`config.mk`:
```
export PLATFORM = sky130hd
export DESIGN_NAME = program_sequencer_flat
export DESIGN_NICKNAME = d
export VERILOG_FILES = /design/src/rtl/program_sequencer_pkg.sv /design/src/rtl/program_sequencer_if.sv /design/src/rtl/program_sequencer_return_stack.sv /design/src/rtl/program_sequencer.sv /design/src/flat_wrapper.sv
export SDC_FILE = /design/constraint.sdc
export NUM_CORES = 1
export LEC_CHECK = 0
export BUFFER_PORTS_ARGS = -buffer_cell sky130_fd_sc_hd__buf_2
export CAP_MARGIN = 20
export CORE_ASPECT_RATIO = 2
export CORE_MARGIN = 2
export CORE_UTILIZATION = 61
export CTS_CLUSTER_SIZE = 40
export DETAILED_ROUTE_END_ITERATION = 6
export PLACE_DENSITY = 0.84
export SLEW_MARGIN = 20
export SYNTH_ARGS = -nofsm -noshare
export SYNTH_HDL_FRONTEND = slang
export SYNTH_SLANG_ARGS = --single-unit
```
`constraint.sdc`:
```
create_clock -name clk -period 3.3 [get_ports clk]
set_input_delay 0.825 -clock clk [delete_from_list [all_inputs] [get_ports clk]]
set_output_delay 0.825 -clock clk [all_outputs]
set_load 0.01 [all_outputs]
```
`src/rtl/program_sequencer_pkg.sv`:
```
// Purpose : shared types for the program sequencer (operation encoding).
// Latency : n/a (types only).
// Backpressure: n/a.
//
// seq_op_e is the operation the instruction decoder hands the sequencer each
// cycle. Encodings 6 and 7 are deliberately left undefined; the sequencer
// treats them exactly like NOP so a corrupted decode cannot move the pc.
package seq_pkg;

    typedef enum logic [2:0] {
        NOP  = 3'd0,
        INC  = 3'd1,
        SKIP = 3'd2,
        JUMP = 3'd3,
        CALL = 3'd4,
        RET  = 3'd5
    } seq_op_e;

    // Width needed to count 0..depth inclusive (stack level).
    function automatic int level_width(input int depth);
        return $clog2(depth + 1);
    endfunction

endpackage

```
`src/rtl/program_sequencer_if.sv`:
```
// Purpose : decoder <-> sequencer connection bundle.
// Latency : n/a (wires only).
// Backpressure: none; en is the only throttle, held low to freeze the sequencer.
//
// Signals:
//   en        decoder -> seq   advance enable
//   op        decoder -> seq   operation (seq_op_e encoding)
//   target    decoder -> seq   JUMP/CALL destination
//   clr_err   decoder -> seq   clear sticky error flags
//   pc        seq -> memory    current program address
//   top       seq -> decoder   return address at top of stack (0 when empty)
//   level     seq -> decoder   number of valid stack entries
//   overflow  seq -> decoder   sticky: CALL with full stack
//   underflow seq -> decoder   sticky: RET with empty stack
interface program_sequencer_if
    import seq_pkg::*;
#(
    parameter int ADDR_W      = 8,
    parameter int STACK_DEPTH = 4
);
    localparam int LVL_W = level_width(STACK_DEPTH);

    logic              en;
    logic [2:0]        op;
    logic [ADDR_W-1:0] target;
    logic              clr_err;
    logic [ADDR_W-1:0] pc;
    logic [ADDR_W-1:0] top;
    logic [LVL_W-1:0]  level;
    logic              overflow;
    logic              underflow;

    // Decoder side.
    modport master (
        output en, op, target, clr_err,
        input  pc, top, level, overflow, underflow
    );

    // Sequencer side.
    modport slave (
        input  en, op, target, clr_err,
        output pc, top, level, overflow, underflow
    );

endinterface

```
`src/rtl/program_sequencer_return_stack.sv`:
```
// Purpose : register-array LIFO holding subroutine return addresses.
// Latency : push/pop take effect on the falling edge; o_top/o_level follow immediately after it.
// Backpressure: none; push when full and pop when empty are silently dropped.
//
// Ports:
//   i_clk, i_rst      falling-edge clock, async active-high reset
//   i_push, i_din     write i_din as the new top entry
//   i_pop             discard the top entry
//   o_top             top entry, 0 when empty
//   o_level           number of valid entries
//   o_full, o_empty   level == STACK_DEPTH / level == 0
module return_stack
    import seq_pkg::*;
#(
    parameter int ADDR_W      = 8,
    parameter int STACK_DEPTH = 4,
    localparam int LVL_W      = level_width(STACK_DEPTH)
) (
    input  logic              i_clk,
    input  logic              i_rst,
    input  logic              i_push,
    input  logic              i_pop,
    input  logic [ADDR_W-1:0] i_din,
    output logic [ADDR_W-1:0] o_top,
    output logic [LVL_W-1:0]  o_level,
    output logic              o_full,
    output logic              o_empty
);

    logic [ADDR_W-1:0] r_mem [STACK_DEPTH];
    logic [LVL_W-1:0]  r_level;
    logic              w_full;
    logic              w_empty;
    logic              w_do_push;
    logic              w_do_pop;
    logic [ADDR_W-1:0] w_top;

    assign w_full    = (r_level == LVL_W'(STACK_DEPTH));
    assign w_empty   = (r_level == '0);
    // The sequencer never asks for both at once; push is given priority anyway.
    assign w_do_push = i_push & ~w_full;
    assign w_do_pop  = i_pop & ~w_empty & ~i_push;

    always_ff @(negedge i_clk or posedge i_rst) begin
        if (i_rst) begin
            r_level <= '0;
        end else if (w_do_push) begin
            r_level <= r_level + LVL_W'(1);
        end else if (w_do_pop) begin
            r_level <= r_level - LVL_W'(1);
        end
    end

    // Entry storage needs no reset: anything at or above r_level is invalid,
    // and o_top is forced to 0 when the stack is empty.
    always_ff @(negedge i_clk) begin
        for (int i = 0; i < STACK_DEPTH; i++) begin
            if (w_do_push && (r_level == LVL_W'(i))) begin
                r_mem[i] <= i_din;
            end
        end
    end

    // Top of stack is entry level-1; a compare per slot avoids indexing the
    // array with a counter that is one bit wider than the array needs.
    always_comb begin
        w_top = '0;
        for (int i = 0; i < STACK_DEPTH; i++) begin
            if (r_level == LVL_W'(i + 1)) begin
                w_top = r_mem[i];
            end
        end
    end

    assign o_top   = w_top;
    assign o_level = r_level;
    assign o_full  = w_full;
    assign o_empty = w_empty;

endmodule

```
`src/rtl/program_sequencer.sv`:
```
// Purpose : instruction-address generator with increment/skip/jump/call/return.
// Latency : one falling edge from op sampled to pc/top/level/flags updated.
// Backpressure: none; bus.en low freezes every piece of state, including error clearing.
//
// Ports:
//   clk   falling-edge clock
//   rst   asynchronous active-high reset (pc <= RESET_ADDR, stack emptied, flags cleared)
//   bus   program_sequencer_if.slave: en/op/target/clr_err in, pc/top/level/overflow/underflow out
//
// Build option: define SEQ_TRAP_EN to redirect an overflowing CALL or an
// underflowing RET to TRAP_ADDR. Without it, TRAP_ADDR has no effect.
module program_sequencer
    import seq_pkg::*;
#(
    parameter int                ADDR_W      = 8,
    parameter int                STACK_DEPTH = 4,
    parameter logic [ADDR_W-1:0] RESET_ADDR  = '0,
    parameter logic [ADDR_W-1:0] TRAP_ADDR   = '1
) (
    input  logic               clk,
    input  logic               rst,
    program_sequencer_if.slave bus
);

    localparam int LVL_W = level_width(STACK_DEPTH);

`ifdef SEQ_TRAP_EN
    localparam bit TRAP_EN = 1'b1;
`else
    localparam bit TRAP_EN = 1'b0;
`endif

    logic [ADDR_W-1:0] r_pc;
    logic              r_ovf;
    logic              r_unf;

    logic [ADDR_W-1:0] w_pc_nxt;
    logic [ADDR_W-1:0] w_pc_plus1;
    logic [ADDR_W-1:0] w_pc_plus2;
    logic              w_push;
    logic              w_pop;
    logic              w_ovf_set;
    logic              w_unf_set;
    logic [ADDR_W-1:0] w_top;
    logic [LVL_W-1:0]  w_level;
    logic              w_full;
    logic              w_empty;

    // Natural wrap of the ADDR_W-bit adders gives the modulo arithmetic:
    // all-ones +1 -> 0, all-ones +2 -> 1, and a CALL at all-ones pushes 0.
    assign w_pc_plus1 = r_pc + ADDR_W'(1);
    assign w_pc_plus2 = r_pc + ADDR_W'(2);

    return_stack #(
        .ADDR_W      (ADDR_W),
        .STACK_DEPTH (STACK_DEPTH)
    ) u_stack (
        .i_clk   (clk),
        .i_rst   (rst),
        .i_push  (w_push),
        .i_pop   (w_pop),
        .i_din   (w_pc_plus1),
        .o_top   (w_top),
        .o_level (w_level),
        .o_full  (w_full),
        .o_empty (w_empty)
    );

    // Op decode. Every stack and flag request is gated by en here, so the
    // stack and the pc register always move together.
    always_comb begin
        w_pc_nxt  = r_pc;
        w_push    = 1'b0;
        w_pop     = 1'b0;
        w_ovf_set = 1'b0;
        w_unf_set = 1'b0;
        if (bus.en) begin
            case (bus.op)
                INC:  w_pc_nxt = w_pc_plus1;
                SKIP: w_pc_nxt = w_pc_plus2;
                JUMP: w_pc_nxt = bus.target;
                CALL: begin
                    if (w_full) begin
                        w_ovf_set = 1'b1;
                        w_pc_nxt  = TRAP_EN ? TRAP_ADDR : bus.target;
                    end else begin
                        w_push    = 1'b1;
                        w_pc_nxt  = bus.target;
                    end
                end
                RET: begin
                    if (w_empty) begin
                        w_unf_set = 1'b1;
                        w_pc_nxt  = TRAP_EN ? TRAP_ADDR : w_pc_plus1;
                    end else begin
                        w_pop     = 1'b1;
                        w_pc_nxt  = w_top;
                    end
                end
                default: w_pc_nxt = r_pc;   // NOP and encodings 6/7
            endcase
        end
    end

    // pc and sticky flags. A new error on the same edge as clr_err wins
    // over the clear; successful ops never touch the flags.
    always_ff @(negedge clk or posedge rst) begin
        if (rst) begin
            r_pc  <= RESET_ADDR;
            r_ovf <= 1'b0;
            r_unf <= 1'b0;
        end else if (bus.en) begin
            r_pc  <= w_pc_nxt;
            r_ovf <= w_ovf_set | (r_ovf & ~bus.clr_err);
            r_unf <= w_unf_set | (r_unf & ~bus.clr_err);
        end
    end

    assign bus.pc        = r_pc;
    assign bus.top       = w_top;
    assign bus.level     = w_level;
    assign bus.overflow  = r_ovf;
    assign bus.underflow = r_unf;

endmodule
```
`src/flat_wrapper.sv`:
```
// flat-port wrapper written by rule: the top's interface ports become plain ports
module program_sequencer_flat import seq_pkg::*;
#(
    parameter int                ADDR_W      = 8,
    parameter int                STACK_DEPTH = 4,
    parameter logic [ADDR_W-1:0] RESET_ADDR  = '0,
    parameter logic [ADDR_W-1:0] TRAP_ADDR   = '1
)
  (clk, rst, bus_en, bus_op, bus_target, bus_clr_err, bus_pc, bus_top, bus_level, bus_overflow, bus_underflow);
  program_sequencer_if #(.ADDR_W(ADDR_W), .STACK_DEPTH(STACK_DEPTH)) bus_i ();
  input  logic clk;
  input  logic rst;
  input wire logic [$bits(bus_i.en)-1:0] bus_en;
  input wire logic [$bits(bus_i.op)-1:0] bus_op;
  input wire logic [$bits(bus_i.target)-1:0] bus_target;
  input wire logic [$bits(bus_i.clr_err)-1:0] bus_clr_err;
  output wire logic [$bits(bus_i.pc)-1:0] bus_pc;
  output wire logic [$bits(bus_i.top)-1:0] bus_top;
  output wire logic [$bits(bus_i.level)-1:0] bus_level;
  output wire logic [$bits(bus_i.overflow)-1:0] bus_overflow;
  output wire logic [$bits(bus_i.underflow)-1:0] bus_underflow;
  assign bus_i.en = bus_en;
  assign bus_i.op = bus_op;
  assign bus_i.target = bus_target;
  assign bus_i.clr_err = bus_clr_err;
  assign bus_pc = bus_i.pc;
  assign bus_top = bus_i.top;
  assign bus_level = bus_i.level;
  assign bus_overflow = bus_i.overflow;
  assign bus_underflow = bus_i.underflow;
  program_sequencer #(.ADDR_W(ADDR_W), .STACK_DEPTH(STACK_DEPTH), .RESET_ADDR(RESET_ADDR), .TRAP_ADDR(TRAP_ADDR)) u_core (.clk(clk), .rst(rst), .bus(bus_i));
endmodule
```
Word-level counts from Yosys, hierarchy flattened
Memory sizes are Yosys's and may differ from the RTL's.
Cells that the tools add are included.
Word-level totals
  bits of input ports: 15
  memory bits (writable): 32
  output and inout port bits: 21
  logic and storage cells: 78
  flip-flop bits (word level): 13
  memories kept: 1
Memory list
  u_core.u_stack.r_mem: depth 4, width 8, read ports 4, clocked after memory_dff 0, write ports 1, RTL line program_sequencer_return_stack.sv:30  | logic [ADDR_W-1:0] r_mem [STACK_DEPTH];
Cells by class
  muxes and demuxes: 37
  reduce and logical (&&, ||, !) cells: 12
  add/subtract/negate cells: 4
  bitwise logic cells: 11
  equal/unequal tests: 9
Operator list (count)
  8-bit two-way mux: 8
  8-bit case mux with 4 select lines: 1
  8-bit OR reduction: 3
  1-bit two-way mux: 23
  3-bit by 2-bit equality test with 1-bit output (second input constant): 4
  3-bit equality test (second input constant): 3
  8-bit by 1-bit adder with 8-bit output (second input constant): 1
  8-bit by 2-bit adder with 8-bit output (second input constant): 1
  3-bit by 1-bit equality test with 1-bit output (second input constant): 2
  2-bit two-way mux: 3
  3-bit two-way mux: 2
  1-bit bitwise AND: 5
  1-bit logical AND: 4
  1-bit NOT: 4
  4-bit nonzero test: 1
  3-bit by 1-bit adder with 3-bit output (second input constant): 1
  3-bit logical NOT: 1
  3-bit by 1-bit subtractor with 3-bit output (second input constant): 1
  1-bit bitwise OR: 2
  2-bit AND reduction: 1
  2-bit nonzero test: 1
  2-bit OR reduction: 1

Longest topological paths before layout
  word-level depth: 12
  gate-level depth with buffers: 9
  mapped depth without buffers: 7

Hierarchy
From an unflattened synthesis, not the netlist that was laid out.
Unflattened totals
  cells, all modules: 219
  area, all modules: 2426.1 um2
By module, submodules not included
  return_stack: sequential area each 1036.0 um2, area each 1517.7 um2, instances 1, cells an instance 109
  program_sequencer: sequential area each 250.2 um2, area each 908.4 um2, instances 1, cells an instance 110

==> impl_metrics.env <==
export IMPL_routed_via_count=3014
export IMPL_status="finished, violations left"
export IMPL_io_buffer_count=35
export IMPL_path_class="reg -> out"
export IMPL_antenna_found_initial=0
export IMPL_viasPerCell=7.08
export IMPL_arrival_ns=3.93
export IMPL_leakagePower_nw=1.70
export IMPL_synth_most_common_cell="edfxtp_1"
export IMPL_power_density_nw_per_um2=812
export IMPL_ys_seq_area_share_pct=51.3
export IMPL_drt_iter0_drc=288
export IMPL_ios=36
export IMPL_cts_sinks=45
export IMPL_power_mw=3.12
export IMPL_drc=0
export IMPL_crit_fanout=6
export IMPL_ctsHtreeMaxLevel=2
export IMPL_dp_final_hpwl_mm=5.18
export IMPL_core_rowCount=33
export IMPL_start_kind="flip-flop"
export IMPL_fillers=89
export IMPL_setup_viol=35
export IMPL_die_area_um2=4670
export IMPL_grt_use_total_pct=39.4
export IMPL_final_cells=426
export IMPL_rsz0062_at_grt="yes"
export IMPL_syn_avg_cell_area_um2=10.5
export IMPL_crit_path_cell_trace="ha_2, ha_4, nor4b_4, buf_6, a222oi_1, a21oi_2, buf_2"
export IMPL_gp_congestion=0.883
export IMPL_synth_area_leaders="edfxtp_1 (38%), dfrtn_1 (13%), ha_1 (4.0%)"
export IMPL_maxCapViolations=0
export IMPL_netlist_area_um2=2510
export IMPL_grt_pass1_wl_mm=13.5
export IMPL_clk_pin_slew_ns=0.07
export IMPL_wire_per_inst_um=28.2
export IMPL_clock_latency_ns=0.41
export IMPL_grt_pass1_vias=2646
export IMPL_vdd_drop_max_mv=0.841
export IMPL_final_max_slew_viol_count=0
export IMPL_yosysWarningCount=0
export IMPL_whs_ns=0.510
export IMPL_crit_slowest_cell="a222oi_1"
export IMPL_wl_mm=12.0
export IMPL_synth_top_area_share_pct=38.3
export IMPL_cts_tree="done"
export IMPL_synth_top_flop_cell="edfxtp_1"
export IMPL_worst_path_largest_cell_delay_ns=0.52
export IMPL_slew_headroom_pct=57.6
export IMPL_clock_root_buffer="clkbuf_8"
export IMPL_synth_common_cells="edfxtp_1 (32), nand2_1 (21), nor2_1 (21)"
export IMPL_postSynthCellCount=238
export IMPL_die_w_um=49.3
export IMPL_hold_class="reg -> reg"
export IMPL_synth_cell_type_count=46
export IMPL_start_util_pct=62.6
export IMPL_dieHeight_um=94.7
export IMPL_setup_slack_ns=-1.46
export IMPL_antenna_left=0
export IMPL_violations="negative setup slack"
export IMPL_worstPathRequired_ns=2.47
export IMPL_synth_top_area_cell="edfxtp_1"
export IMPL_end_kind="output pin"
export IMPL_cts_made_buffers=5
export IMPL_hold_viol=0
export IMPL_finClkSkew_ns=0.0984
export IMPL_n_antenna_cell=0
export IMPL_ys_seq_elements=45
export IMPL_synth_edf_count=32
export IMPL_synth_nets=261
export IMPL_grt_overflow_total=0
export IMPL_hold_buffers=0
export IMPL_async_reset_ff_share_pct=28.9
export IMPL_syn2layout_area_growth_pct=53.3
export IMPL_layout_drive_gt1_share_pct=45.2
export IMPL_worst_pin_slew_ns=0.636
export IMPL_grt_max_degree=16
export IMPL_cts_buffer_depth=2
export IMPL_firstDrtPassIters=5
export IMPL_numPlacedInstances=366
export IMPL_coreArea_um2=4010
export IMPL_layout_nets=396
[state kept, by name (all words and copies together), names as in the netlist]
name,cells
u_core.bus.overflow,1
u_core.u_stack.r_mem,32
u_core.u_stack.o_level,3
u_core.bus.underflow,1
u_core.bus.pc,8
[logic make-up (layout without fill, tap and decap cells)]
kind of cell	Yosys count	after routing	synth area share [%]
AND/OR/NAND/NOR	79	79	16.8
AO/OA/AOI/OAI	69	70	19.1
buffers and inverters	25	160	4.59
flip-flops	45	45	51.3
adder cells (fa/ha/maj)	8	8	3.99
XOR/XNOR	10	10	3.49
multiplexers	2	2	0.798
[repair_timing]
| action | 4_1_cts | 5_1_grt |
|---|---|---|
| gates resized for setup | 28 | 30 |
| cloned | 0 | 2 |
| pin swaps | 14 | 30 |
| setup buffers | 9 | 11 |
| setup endpoints to repair | 50 | 39 |
[per-layer routing]
metal	global-route usage (%)	vias up	routed length (µm)
met5	0	-	0
met4	21.4	0	1440
met3	6.80	131	1410
met2	72.4	364	5700
met1	41.8	1359	3490
li1	-	1160	-
[cell usage in the layout (no fill, tap or decap), types with 7 or more instances in the layout]
cell type / count
inv_1: 43
a21oi_1: 11
buf_2: 28
xnor2_1: 7
edfxtp_1: 32
dfrtn_1: 13
nand2_1: 19
buf_4: 61
buf_6: 9
a21oi_2: 9
nor2_1: 16
[critical path, delay by kind of cell, from the launching register on]
kind            cells  cell delay (ns)
fa+ha+maj           2             0.40
flops               1             0.48
compound gates      2             0.70
simple gates        1             0.06
buf+inv             2             0.32
[per-stage QoR]
step                area (µm²)  utilization [%]  TNS [ns]  worst slack [ns]
finish                    3840             96.0    -12.57             -1.46
detailed placement        3220             80.3    -22.55            -0.860
global route              3840             96.0    -13.17             -1.42
floorplan                 2650                -     -9.51            -0.772
CTS                       3590             89.7    -10.57             -1.28
global placement          3220             80.3    -20.77            -0.794
[power by group]
part,internal [mW],switching (mW),total (mW)
combinational,0.780,0.973,1.75
clock,0.209,0.389,0.598
sequential,0.726,0.0463,0.772
[area by class of cell]
cell class                      count  area, µm²  area share (%)
Multi-Input combinational cell    169       1360            35.3
Tap cell                           52       65.1            1.69
Clock buffer                        5       68.8            1.79
Sequential cell                    45       1290            33.5
Timing Repair Buffer              107        870            22.6
Clock inverter                     35        148            3.84
Inverter                           13       51.3            1.33
[final timing paths]
check	start	cells past startpoint	slack (ns)	to
max	u_core.u_stack.o_level[1]	7	-1.46	bus_top[0]
min	u_core.bus.overflow	2	0.51	u_core.bus.overflow
max reg2reg	u_core.u_stack.o_level[1]	9	0.81	u_core.bus.pc[0]
min reg2reg	u_core.bus.overflow	2	0.51	u_core.bus.overflow
max in group asynchronous	rst	2	0.74	u_core.bus.pc[5]
min in group asynchronous	rst	2	2.12	u_core.bus.underflow
Note: power is estimated with default switching activity, not from simulation.
